==> src/rtl/decode_execute_reg_pkg.sv <==
// Shared decode/execute definitions: control bundle, its NOP value and ALU opcodes.
// The control bundle is reused by the execute stage, so keep the field order stable.
package decode_execute_reg_pkg;

    typedef struct packed {
        logic       RegWrite;
        logic [1:0] ResultSrc;
        logic       MemWrite;
        logic       Jump;
        logic       Branch;
        logic [2:0] ALUControl;
        logic       ALUSrc;
    } ctrl_t;

    localparam ctrl_t CTRL_NOP = '0;

    localparam logic [2:0] ALU_ADD = 3'b000;
    localparam logic [2:0] ALU_SUB = 3'b001;
    localparam logic [2:0] ALU_AND = 3'b010;
    localparam logic [2:0] ALU_OR  = 3'b011;
    localparam logic [2:0] ALU_XOR = 3'b100;
    localparam logic [2:0] ALU_SLL = 3'b110;
    localparam logic [2:0] ALU_SRL = 3'b111;

endpackage

==> src/rtl/decode_execute_reg_sat_counter.sv <==
// Saturating up-counter with synchronous clear; clear wins over enable.
module sat_counter #(
    parameter int WIDTH = 32
) (
    input  logic             clk,
    input  logic             clr_i,
    input  logic             en_i,
    output logic [WIDTH-1:0] count_o
);

    logic [WIDTH-1:0] count_q, count_d;

    always_comb begin
        count_d = count_q;
        if (en_i && (count_q != {WIDTH{1'b1}}))
            count_d = count_q + 1'b1;
    end

    always_ff @(posedge clk) begin
        if (clr_i)
            count_q <= '0;
        else
            count_q <= count_d;
    end

    assign count_o = count_q;

endmodule

==> src/rtl/decode_execute_reg.sv <==
// Decode/execute pipeline register with stall (hold) and flush (bubble) controls.
// Define PERF_CNT_EN to build a saturating counter of inserted bubbles.
module decode_execute_reg
    import decode_execute_reg_pkg::*;
#(
    parameter int DATA_WIDTH     = 32,
    parameter int REG_ADDR_WIDTH = 5,
    parameter int CNT_WIDTH      = 32
) (
    input  logic                      clk,
    input  logic                      rst,
    input  logic                      StallE,
    input  logic                      FlushE,
    input  logic [DATA_WIDTH-1:0]     RD1D,
    input  logic [DATA_WIDTH-1:0]     RD2D,
    input  logic [DATA_WIDTH-1:0]     PCD,
    input  logic [DATA_WIDTH-1:0]     PCPlus4D,
    input  logic [DATA_WIDTH-1:0]     ImmExtD,
    input  logic [REG_ADDR_WIDTH-1:0] Rs1D,
    input  logic [REG_ADDR_WIDTH-1:0] Rs2D,
    input  logic [REG_ADDR_WIDTH-1:0] RdD,
    input  logic                      RegWriteD,
    input  logic                      MemWriteD,
    input  logic                      JumpD,
    input  logic                      BranchD,
    input  logic                      ALUSrcD,
    input  logic [1:0]                ResultSrcD,
    input  logic [2:0]                ALUControlD,
    output logic [DATA_WIDTH-1:0]     RD1E,
    output logic [DATA_WIDTH-1:0]     RD2E,
    output logic [DATA_WIDTH-1:0]     PCE,
    output logic [DATA_WIDTH-1:0]     PCPlus4E,
    output logic [DATA_WIDTH-1:0]     ImmExtE,
    output logic [REG_ADDR_WIDTH-1:0] Rs1E,
    output logic [REG_ADDR_WIDTH-1:0] Rs2E,
    output logic [REG_ADDR_WIDTH-1:0] RdE,
    output logic                      RegWriteE,
    output logic                      MemWriteE,
    output logic                      JumpE,
    output logic                      BranchE,
    output logic                      ALUSrcE,
    output logic [1:0]                ResultSrcE,
    output logic [2:0]                ALUControlE,
    output logic                      ValidE,
    output logic [CNT_WIDTH-1:0]      BubbleCountE
);

    logic [DATA_WIDTH-1:0]     rd1_q, rd2_q, pc_q, pcp4_q, imm_q;
    logic [DATA_WIDTH-1:0]     rd1_d, rd2_d, pc_d, pcp4_d, imm_d;
    logic [REG_ADDR_WIDTH-1:0] rs1_q, rs2_q, rd_q;
    logic [REG_ADDR_WIDTH-1:0] rs1_d, rs2_d, rd_d;
    ctrl_t                     ctrl_q, ctrl_d, ctrl_in;
    logic                      valid_q, valid_d;

    always_comb begin
        ctrl_in            = CTRL_NOP;
        ctrl_in.RegWrite   = RegWriteD;
        ctrl_in.ResultSrc  = ResultSrcD;
        ctrl_in.MemWrite   = MemWriteD;
        ctrl_in.Jump       = JumpD;
        ctrl_in.Branch     = BranchD;
        ctrl_in.ALUControl = ALUControlD;
        ctrl_in.ALUSrc     = ALUSrcD;
    end

    // Flush beats stall; with neither asserted the D side is captured.
    always_comb begin
        rd1_d   = rd1_q;
        rd2_d   = rd2_q;
        pc_d    = pc_q;
        pcp4_d  = pcp4_q;
        imm_d   = imm_q;
        rs1_d   = rs1_q;
        rs2_d   = rs2_q;
        rd_d    = rd_q;
        ctrl_d  = ctrl_q;
        valid_d = valid_q;
        if (FlushE) begin
            rd1_d   = '0;
            rd2_d   = '0;
            pc_d    = '0;
            pcp4_d  = '0;
            imm_d   = '0;
            rs1_d   = '0;
            rs2_d   = '0;
            rd_d    = '0;
            ctrl_d  = CTRL_NOP;
            valid_d = 1'b0;
        end else if (!StallE) begin
            rd1_d   = RD1D;
            rd2_d   = RD2D;
            pc_d    = PCD;
            pcp4_d  = PCPlus4D;
            imm_d   = ImmExtD;
            rs1_d   = Rs1D;
            rs2_d   = Rs2D;
            rd_d    = RdD;
            ctrl_d  = ctrl_in;
            valid_d = 1'b1;
        end
    end

    always_ff @(posedge clk) begin
        if (rst) begin
            rd1_q   <= '0;
            rd2_q   <= '0;
            pc_q    <= '0;
            pcp4_q  <= '0;
            imm_q   <= '0;
            rs1_q   <= '0;
            rs2_q   <= '0;
            rd_q    <= '0;
            ctrl_q  <= CTRL_NOP;
            valid_q <= 1'b0;
        end else begin
            rd1_q   <= rd1_d;
            rd2_q   <= rd2_d;
            pc_q    <= pc_d;
            pcp4_q  <= pcp4_d;
            imm_q   <= imm_d;
            rs1_q   <= rs1_d;
            rs2_q   <= rs2_d;
            rd_q    <= rd_d;
            ctrl_q  <= ctrl_d;
            valid_q <= valid_d;
        end
    end

    assign RD1E        = rd1_q;
    assign RD2E        = rd2_q;
    assign PCE         = pc_q;
    assign PCPlus4E    = pcp4_q;
    assign ImmExtE     = imm_q;
    assign Rs1E        = rs1_q;
    assign Rs2E        = rs2_q;
    assign RdE         = rd_q;
    assign RegWriteE   = ctrl_q.RegWrite;
    assign ResultSrcE  = ctrl_q.ResultSrc;
    assign MemWriteE   = ctrl_q.MemWrite;
    assign JumpE       = ctrl_q.Jump;
    assign BranchE     = ctrl_q.Branch;
    assign ALUControlE = ctrl_q.ALUControl;
    assign ALUSrcE     = ctrl_q.ALUSrc;
    assign ValidE      = valid_q;

`ifdef PERF_CNT_EN
    sat_counter #(
        .WIDTH (CNT_WIDTH)
    ) u_bubble_cnt (
        .clk     (clk),
        .clr_i   (rst),
        .en_i    (FlushE),
        .count_o (BubbleCountE)
    );
`else
    assign BubbleCountE = '0;
`endif

endmodule

==> config.mk <==
export PLATFORM = sky130hd
export DESIGN_NAME = decode_execute_reg
export DESIGN_NICKNAME = d
export VERILOG_FILES = /design/src/rtl/decode_execute_reg_pkg.sv /design/src/rtl/decode_execute_reg_sat_counter.sv /design/src/rtl/decode_execute_reg.sv
export SDC_FILE = /design/constraint.sdc
export NUM_CORES = 1
export LEC_CHECK = 0
export ABC_CLOCK_PERIOD_IN_PS = 1050
export CORE_AREA = 2 2 160 162
export CTS_CLUSTER_SIZE = 40
export DETAILED_ROUTE_END_ITERATION = 10
export DIE_AREA = 0 0 162 164
export MAX_ROUTING_LAYER = met4
export SLEW_MARGIN = 20
export SYNTH_ARGS = -nofsm -noshare
export SYNTH_HDL_FRONTEND = slang
export SYNTH_SLANG_ARGS = --single-unit
==> constraint.sdc <==
create_clock -name clk -period 1.05 [get_ports clk]
set_input_delay 0.21 -clock clk [delete_from_list [all_inputs] [get_ports clk]]
set_output_delay 0.21 -clock clk [all_outputs]
set_load 0.01 [all_outputs]
==> out/qor_table.md, run 1 <==
| Item | This run | Unit |
|---|---|---|
| Proportion of synthesized flip-flops having asynchronous set or reset | 0 | % |
| Cell count after synthesis | 634 | - |
| Peak supply drop | 0.992 | mV |
| Final setup slack of the worst path | -68.6 | ps |
| Critical-path top delay cell | sky130_fd_sc_hd__dfxtp_4 | - |
| Number of antenna cells inserted | 0 | - |
| Largest cells by area after synthesis | sky130_fd_sc_hd__dfxtp_1, sky130_fd_sc_hd__mux2i_1, sky130_fd_sc_hd__nor2_1 | - |
| Number of setup violations in the final report | 186 | - |
| Maximum root-to-sink buffer count | 2 | - |
| Dominant register cell in the synthesized netlist | sky130_fd_sc_hd__dfxtp_1 | - |
| Starting Density | 27.8 | % |
| Vertical die dimension | 164 | um |
| Area after detailed placement | 11,100 | um^2 |
| Unique masters post-synth | 11 | - |
| Worst Path Buf+Inv | 1 | - |
| Synth warn | 0 | - |
| Fraction of layout cells with a size suffix above 1 | 44.4 | % |
| Chip width | 162 | um |
| Element type at the critical path start | flop | - |
| Pins Over Slew Limit | 0 | - |
| Path category of the worst min-delay check | in2reg | - |
| HPWL reported at the end of detailed placement | 15,600 | um |
| Number of enable flip-flop cells after synthesis | 0 | - |
| Detailed-route wire length | 20,600 | um |
| Seq/Total Area, Yosys | 53.9 | % |
| Commonest cells post-synth | sky130_fd_sc_hd__dfxtp_1, sky130_fd_sc_hd__mux2i_1, sky130_fd_sc_hd__nor2_1, sky130_fd_sc_hd__buf_4, sky130_fd_sc_hd__buf_6 | - |
| Failing checks | setup timing | - |
| Number of buffers added by the clock tree synthesis step | 17 | - |
| DR vias/cell | 4.10 | - |
| Overall die area | 26,600 | um^2 |
| Reg power frac | 45.9 | % |
| Clock share of power | 39.2 | % |
| Placer congestion estimate | 0.782 | - |
| Flip-flop and latch count after synthesis | 186 | - |
| Synthesized-area fraction occupied by adder cells | 0 | % |
| P_int | 12.1 | mW |
| Net switching power | 4.16 | mW |
| Clock H-tree levels | 4 | - |
| Net switching share of the total power | 25.5 | % |
| Type of the worst setup path | reg2out | - |
| Floorplan row count | 58 | - |
| Hold Vio Cnt, Final | 0 | - |
| Final layout net count | 1,238 | - |
| Critical path depth | 1 | - |
| Global-route total usage across every layer | 15.3 | % |
| Cell total after placement | 1,346 | - |
| Delay of the slowest cell on the worst path | 360 | ps |
| Non-filler cells, final | 1,392 | - |
| Remaining antenna violation count | 0 | - |
| Largest delay share family, worst path | flip-flops | - |
| Setup repair after global routing missed its margin | yes | - |
| Drt pass-1 iters | 4 | - |
| Simple-Gate Fraction of Synth Area | 10.1 | % |
| Depth of the worst register-to-register path | 4 | - |
| Tmin final | 1120 | ps |
| CTS Sinks | 186 | - |
| First-pass GRT wire length | 30,600 | um |
| Endpoint arrival time on the critical path | 910 | ps |
| Area overhead of the layout relative to synthesis | 77.1 | % |
| Combinational group share of total power | 14.9 | % |
| Via count of the first global-routing pass | 5,594 | - |
| Dominant cell by count in the synthesized netlist | sky130_fd_sc_hd__dfxtp_1 | - |
| List of cells traversed by the critical path | buf_6 | - |
| Parity-gate share of the synthesized area counting xor and xnor cells | 0 | % |
| Leak Pwr | 5.59 | nW |
| Largest net degree at the start of global routing | 33 | - |
| Category of the worst setup path capture point | output pin | - |
| Total of buffers placed on input and output ports | 374 | - |
| Outcome | finished with violations | - |
| Number of DRC markers in iteration 0 | 178 | - |
| Largest family of logic cells by synthesized area | multiplexers | - |
| Worst-path fanout max | 2 | - |
| Synth Area per Inst | 10.9 | um^2 |
| Share of the clock period used by the worst path | 107 | % |
| Quantity of hold-fixing buffers added after cts | 0 | - |
| Worst hold slack after final layout | 152 | ps |
| Skew final | 0 | ps |
| Routed wire length per instance | 14.8 | um |
| Clock tree from TritonCTS | yes | - |
| Biggest area consumer among synthesized cells | sky130_fd_sc_hd__dfxtp_1 | - |
| Total standard cell area after synthesis | 6910 | um^2 |
| Worst hold path cell count | 3 | - |
| Share of Yosys cell area claimed by the top area cell type | 53.9 | % |
| Data required time of the worst path | 840 | ps |
| Power Density | 1330 | nW/um^2 |
| Clock insertion delay at the later pin of the skew report | 430 | ps |
| Multiplexer fraction of the synthesized cell area | 26.8 | % |
| Clock slew seen by the registers of the worst setup and hold paths | 80 | ps |
| Total grt overflow | 0 | - |
| Synth Area in Compound Gates | 0.0725 | % |
| Fmax achieved | 894 | MHz |
| Antenna violations before repair | 0 | - |
| Max-cap check violation count | 0 | - |
| Final instance area | 12,200 | um^2 |
| Area of the core | 24,800 | um^2 |
| Detailed-route via count | 5,701 | - |
| DR DRC count | 0 | - |
| I/O Pins | 407 | - |
| Root buffer cell | sky130_fd_sc_hd__clkbuf_16 | - |
[cells by family (layout without fill, tap and decap cells)]
family / count (synthesis) / after routing
DFF: 186 / 186
and+or+nand+nor: 186 / 186
buffers and inverters: 75 / 472
AOI/OAI and AO/OA: 1 / 1
muxes: 185 / 185
other: 1 / 32
[layout by cell type (no fill, tap or decap), types with 2 or more instances in the layout]
| cell | count |
|---|---|
| sky130_fd_sc_hd__buf_12 | 10 |
| sky130_fd_sc_hd__buf_4 | 55 |
| sky130_fd_sc_hd__buf_6 | 186 |
| sky130_fd_sc_hd__clkbuf_16 | 17 |
| sky130_fd_sc_hd__clkbuf_8 | 2 |
| sky130_fd_sc_hd__clkdlybuf4s50_1 | 187 |
| sky130_fd_sc_hd__clkinv_4 | 4 |
| sky130_fd_sc_hd__conb_1 | 32 |
| sky130_fd_sc_hd__dfxtp_2 | 184 |
| sky130_fd_sc_hd__dfxtp_4 | 2 |
| sky130_fd_sc_hd__inv_6 | 4 |
| sky130_fd_sc_hd__inv_8 | 3 |
| sky130_fd_sc_hd__mux2i_1 | 185 |
| sky130_fd_sc_hd__nor2_1 | 185 |
[repair_timing]
action | CTS | global route
setup endpoints to repair | 186 | 186
resized for setup | 1132 | 2
buffers inserted | 4 | 10
[layer usage]
layer	global-route usage [%]	up-vias	part of all wire, %
met5	-	-	0
met4	4.83	0	1.7
met3	3.36	21	5.4
met2	25.8	168	51
met1	18.2	2660	42
li1	-	2852	-
[flip-flops by register name, summed over array words and instances, names as in the netlist]
name         cells
BranchE          1
ImmExtE         32
ALUControlE      3
JumpE            1
Rs1E             5
RD2E            32
PCE             32
MemWriteE        1
ResultSrcE       2
ALUSrcE          1
RdE              5
RegWriteE        1
PCPlus4E        32
ValidE           1
Rs2E             5
RD1E            32
[stage by stage]
step | setup WS [ps] | TNS, ps | util, % | power [mW]
after floorplan | 79.1 | 0 | - | 8.64
after global placement | -338 | -62300 | 44.6 | 9.93
after detailed placement | -371 | -66560 | 44.6 | 9.95
after CTS | -95.9 | -9360 | 49.0 | 16.5
after global routing | -113 | -11720 | 49.3 | 17.0
final | -68.6 | -4450 | 49.3 | 16.3
[area by class of cell]
| type | instances | area, um^2 |
|---|---|---|
| Sequential cell | 186 | 3960 |
| Timing Repair Buffer | 439 | 4590 |
| Multi-Input combinational cell | 404 | 2680 |
| Fill cell | 2337 | 12600 |
| Clock buffer | 19 | 453 |
| Clock inverter | 13 | 125 |
| Inverter | 1 | 3.75 |
| Tap cell | 330 | 413 |
[power by group through the flow]
stage               registers (mW)  logic, mW  clock network (mW)
finish                        7.49       2.42                6.39
global route                  7.52       2.60                6.92
CTS                           7.49       2.44                6.61
detailed placement            7.57       2.38                   0
global placement              7.56       2.37                   0
floorplan                     7.67      0.968                   0
[worst paths after layout]
path	from	slack [ps]	to
min	StallE	150	ImmExtE[9]
min reg2reg	ValidE	460	ValidE
max	RD1E[27]	-70	RD1E[27]
max reg2reg	PCE[5]	200	PCE[5]
Note: power is estimated with default switching activity, not from simulation.
==> run 2: changes to the inputs <==
--- a/config.mk
+++ b/config.mk
@@ -11,6 +11,7 @@
 export DETAILED_ROUTE_END_ITERATION = 10
 export DIE_AREA = 0 0 162 164
 export MAX_ROUTING_LAYER = met4
+export SKIP_CTS_REPAIR_TIMING = 1
 export SLEW_MARGIN = 20
 export SYNTH_ARGS = -nofsm -noshare
 export SYNTH_HDL_FRONTEND = slang
==> out/qor_table.md, run 2 (synthesis gave the netlist of run 1 again) <==
| Item | This run | Unit |
|---|---|---|
| Path category of the worst min-delay check | in2reg | - |
| Element type at the critical path start | flop | - |
| Detailed-route wire length | 20,700 | um |
| Share of the clock period used by the worst path | 106 | % |
| Largest net degree at the start of global routing | 33 | - |
| Number of antenna cells inserted | 0 | - |
| Skew final | 0 | ps |
| Number of buffers added by the clock tree synthesis step | 17 | - |
| Placer congestion estimate | 0.782 | - |
| Chip width | 162 | um |
| Vertical die dimension | 164 | um |
| Overall die area | 26,600 | um^2 |
| Power Density | 1340 | nW/um^2 |
| Area of the multi-input gates | 2680 | um^2 |
| Area overhead of the layout relative to synthesis | 76.8 | % |
| Category of the worst setup path capture point | output pin | - |
| Leak Pwr | 5.57 | nW |
| Peak supply drop | 0.995 | mV |
| Endpoint arrival time on the critical path | 910 | ps |
| Area of the core | 24,800 | um^2 |
| Max-cap check violation count | 0 | - |
| Number of DRC markers in iteration 0 | 164 | - |
| Global-route total usage across every layer | 15.2 | % |
| Worst Path Buf+Inv | 1 | - |
| Final layout net count | 1,235 | - |
| Clock slew seen by the registers of the worst setup and hold paths | 80 | ps |
| Worst slack after detailed placement | -371 | ps |
| Maximum root-to-sink buffer count | 2 | - |
| I/O Pins | 407 | - |
| Tmin final | 1120 | ps |
| DR vias/cell | 4.11 | - |
| Fmax achieved | 894 | MHz |
| First-pass GRT wire length | 30,400 | um |
| List of cells traversed by the critical path | buf_6 | - |
| Total grt overflow | 0 | - |
| Pins Over Slew Limit | 0 | - |
| Top library cells by usage in the layout, fill and taps aside | sky130_fd_sc_hd__clkdlybuf4s50_1, sky130_fd_sc_hd__buf_6, sky130_fd_sc_hd__dfxtp_2, sky130_fd_sc_hd__mux2i_1, sky130_fd_sc_hd__nor2_1 | - |
| Root buffer cell | sky130_fd_sc_hd__clkbuf_16 | - |
| Fraction of layout cells with a size suffix above 1 | 44.2 | % |
| Setup repair after global routing missed its margin | yes | - |
| Outcome | finished with violations | - |
| Register Area | 3960 | um^2 |
| Number of setup violations in the final report | 186 | - |
| CTS Sinks | 186 | - |
| Largest delay share family, worst path | flip-flops | - |
| Starting Density | 27.8 | % |
| Total of buffers placed on input and output ports | 374 | - |
| Drt pass-1 iters | 4 | - |
| Worst-path fanout max | 2 | - |
| Remaining antenna violation count | 0 | - |
| Critical-path top delay cell | sky130_fd_sc_hd__dfxtp_4 | - |
| Clock insertion delay at the later pin of the skew report | 420 | ps |
| Floorplan row count | 58 | - |
| Clock H-tree levels | 4 | - |
| Routed wire length per instance | 14.9 | um |
| HPWL reported at the end of detailed placement | 15,600 | um |
| Filler cell count | 2,346 | - |
| Setup TNS | -4400 | ps |
| Delay of the slowest cell on the worst path | 370 | ps |
| Type of the worst setup path | reg2out | - |
| DR DRC count | 0 | - |
| Antenna violations before repair | 0 | - |
| Final setup slack of the worst path | -68.1 | ps |
| Commonest non-fill, non-tap cell in the layout | sky130_fd_sc_hd__clkdlybuf4s50_1 | - |
| Failing checks | setup timing | - |
| Hold Vio Cnt, Final | 0 | - |
| Detailed-route via count | 5,703 | - |
| Clock tree from TritonCTS | yes | - |
| Data required time of the worst path | 840 | ps |
| Via count of the first global-routing pass | 5,550 | - |
run 2: routing by layer:
metal | track usage [%] | wire, um | vias up
met1 | 18.3 | 8610 | 2666
li1 | - | - | 2850
met5 | - | 0 | -
met3 | 3.26 | 1150 | 18
met4 | 5.31 | 328 | 0
met2 | 25.3 | 10600 | 169
run 2: path summary, 6_finish.rpt:
check,from,end,slack (ps),cells past startpoint
setup / recovery,RD1E[27],RD1E[27],-70,1
hold / removal,StallE,ImmExtE[9],150,3
setup reg to reg,PCE[5],PCE[5],200,4
hold reg to reg,ValidE,ValidE,460,2
run 2: layout make-up:
cell class              count  area share [%]
well taps                 330            3.38
clock buffers              19            3.71
repair buffers            436            37.5
clock inverters            13            1.03
multi-input cells         404            22.0
inverters                   1          0.0308
flip-flops and latches    186            32.4
run 2: stage by stage:
step	util [%]	hold slack (ps)	std cells	area [um^2]	total power [mW]
6_report	49.2	154	1389	12200	16.3
5_1_grt	49.2	200	1389	12200	17.0
4_1_cts	47.0	149	1378	11700	16.4
3_5_place_dp	44.6	442	1346	11100	9.95
3_3_place_gp	44.6	437	1346	11100	9.93
2_1_floorplan	-	354	665	7020	8.64
run 2: worst register-to-register path: cells and delay by family (launching register included):
family,cells,cell delay (ps)
flops,1,340
buf+inv,2,250
mux,1,130
simple gates,1,50
run 2: report_power, final:
part	switching, mW	internal, mW
Combinational	0.885	1.53
Sequential	0.164	7.33
Clock	3.12	3.28
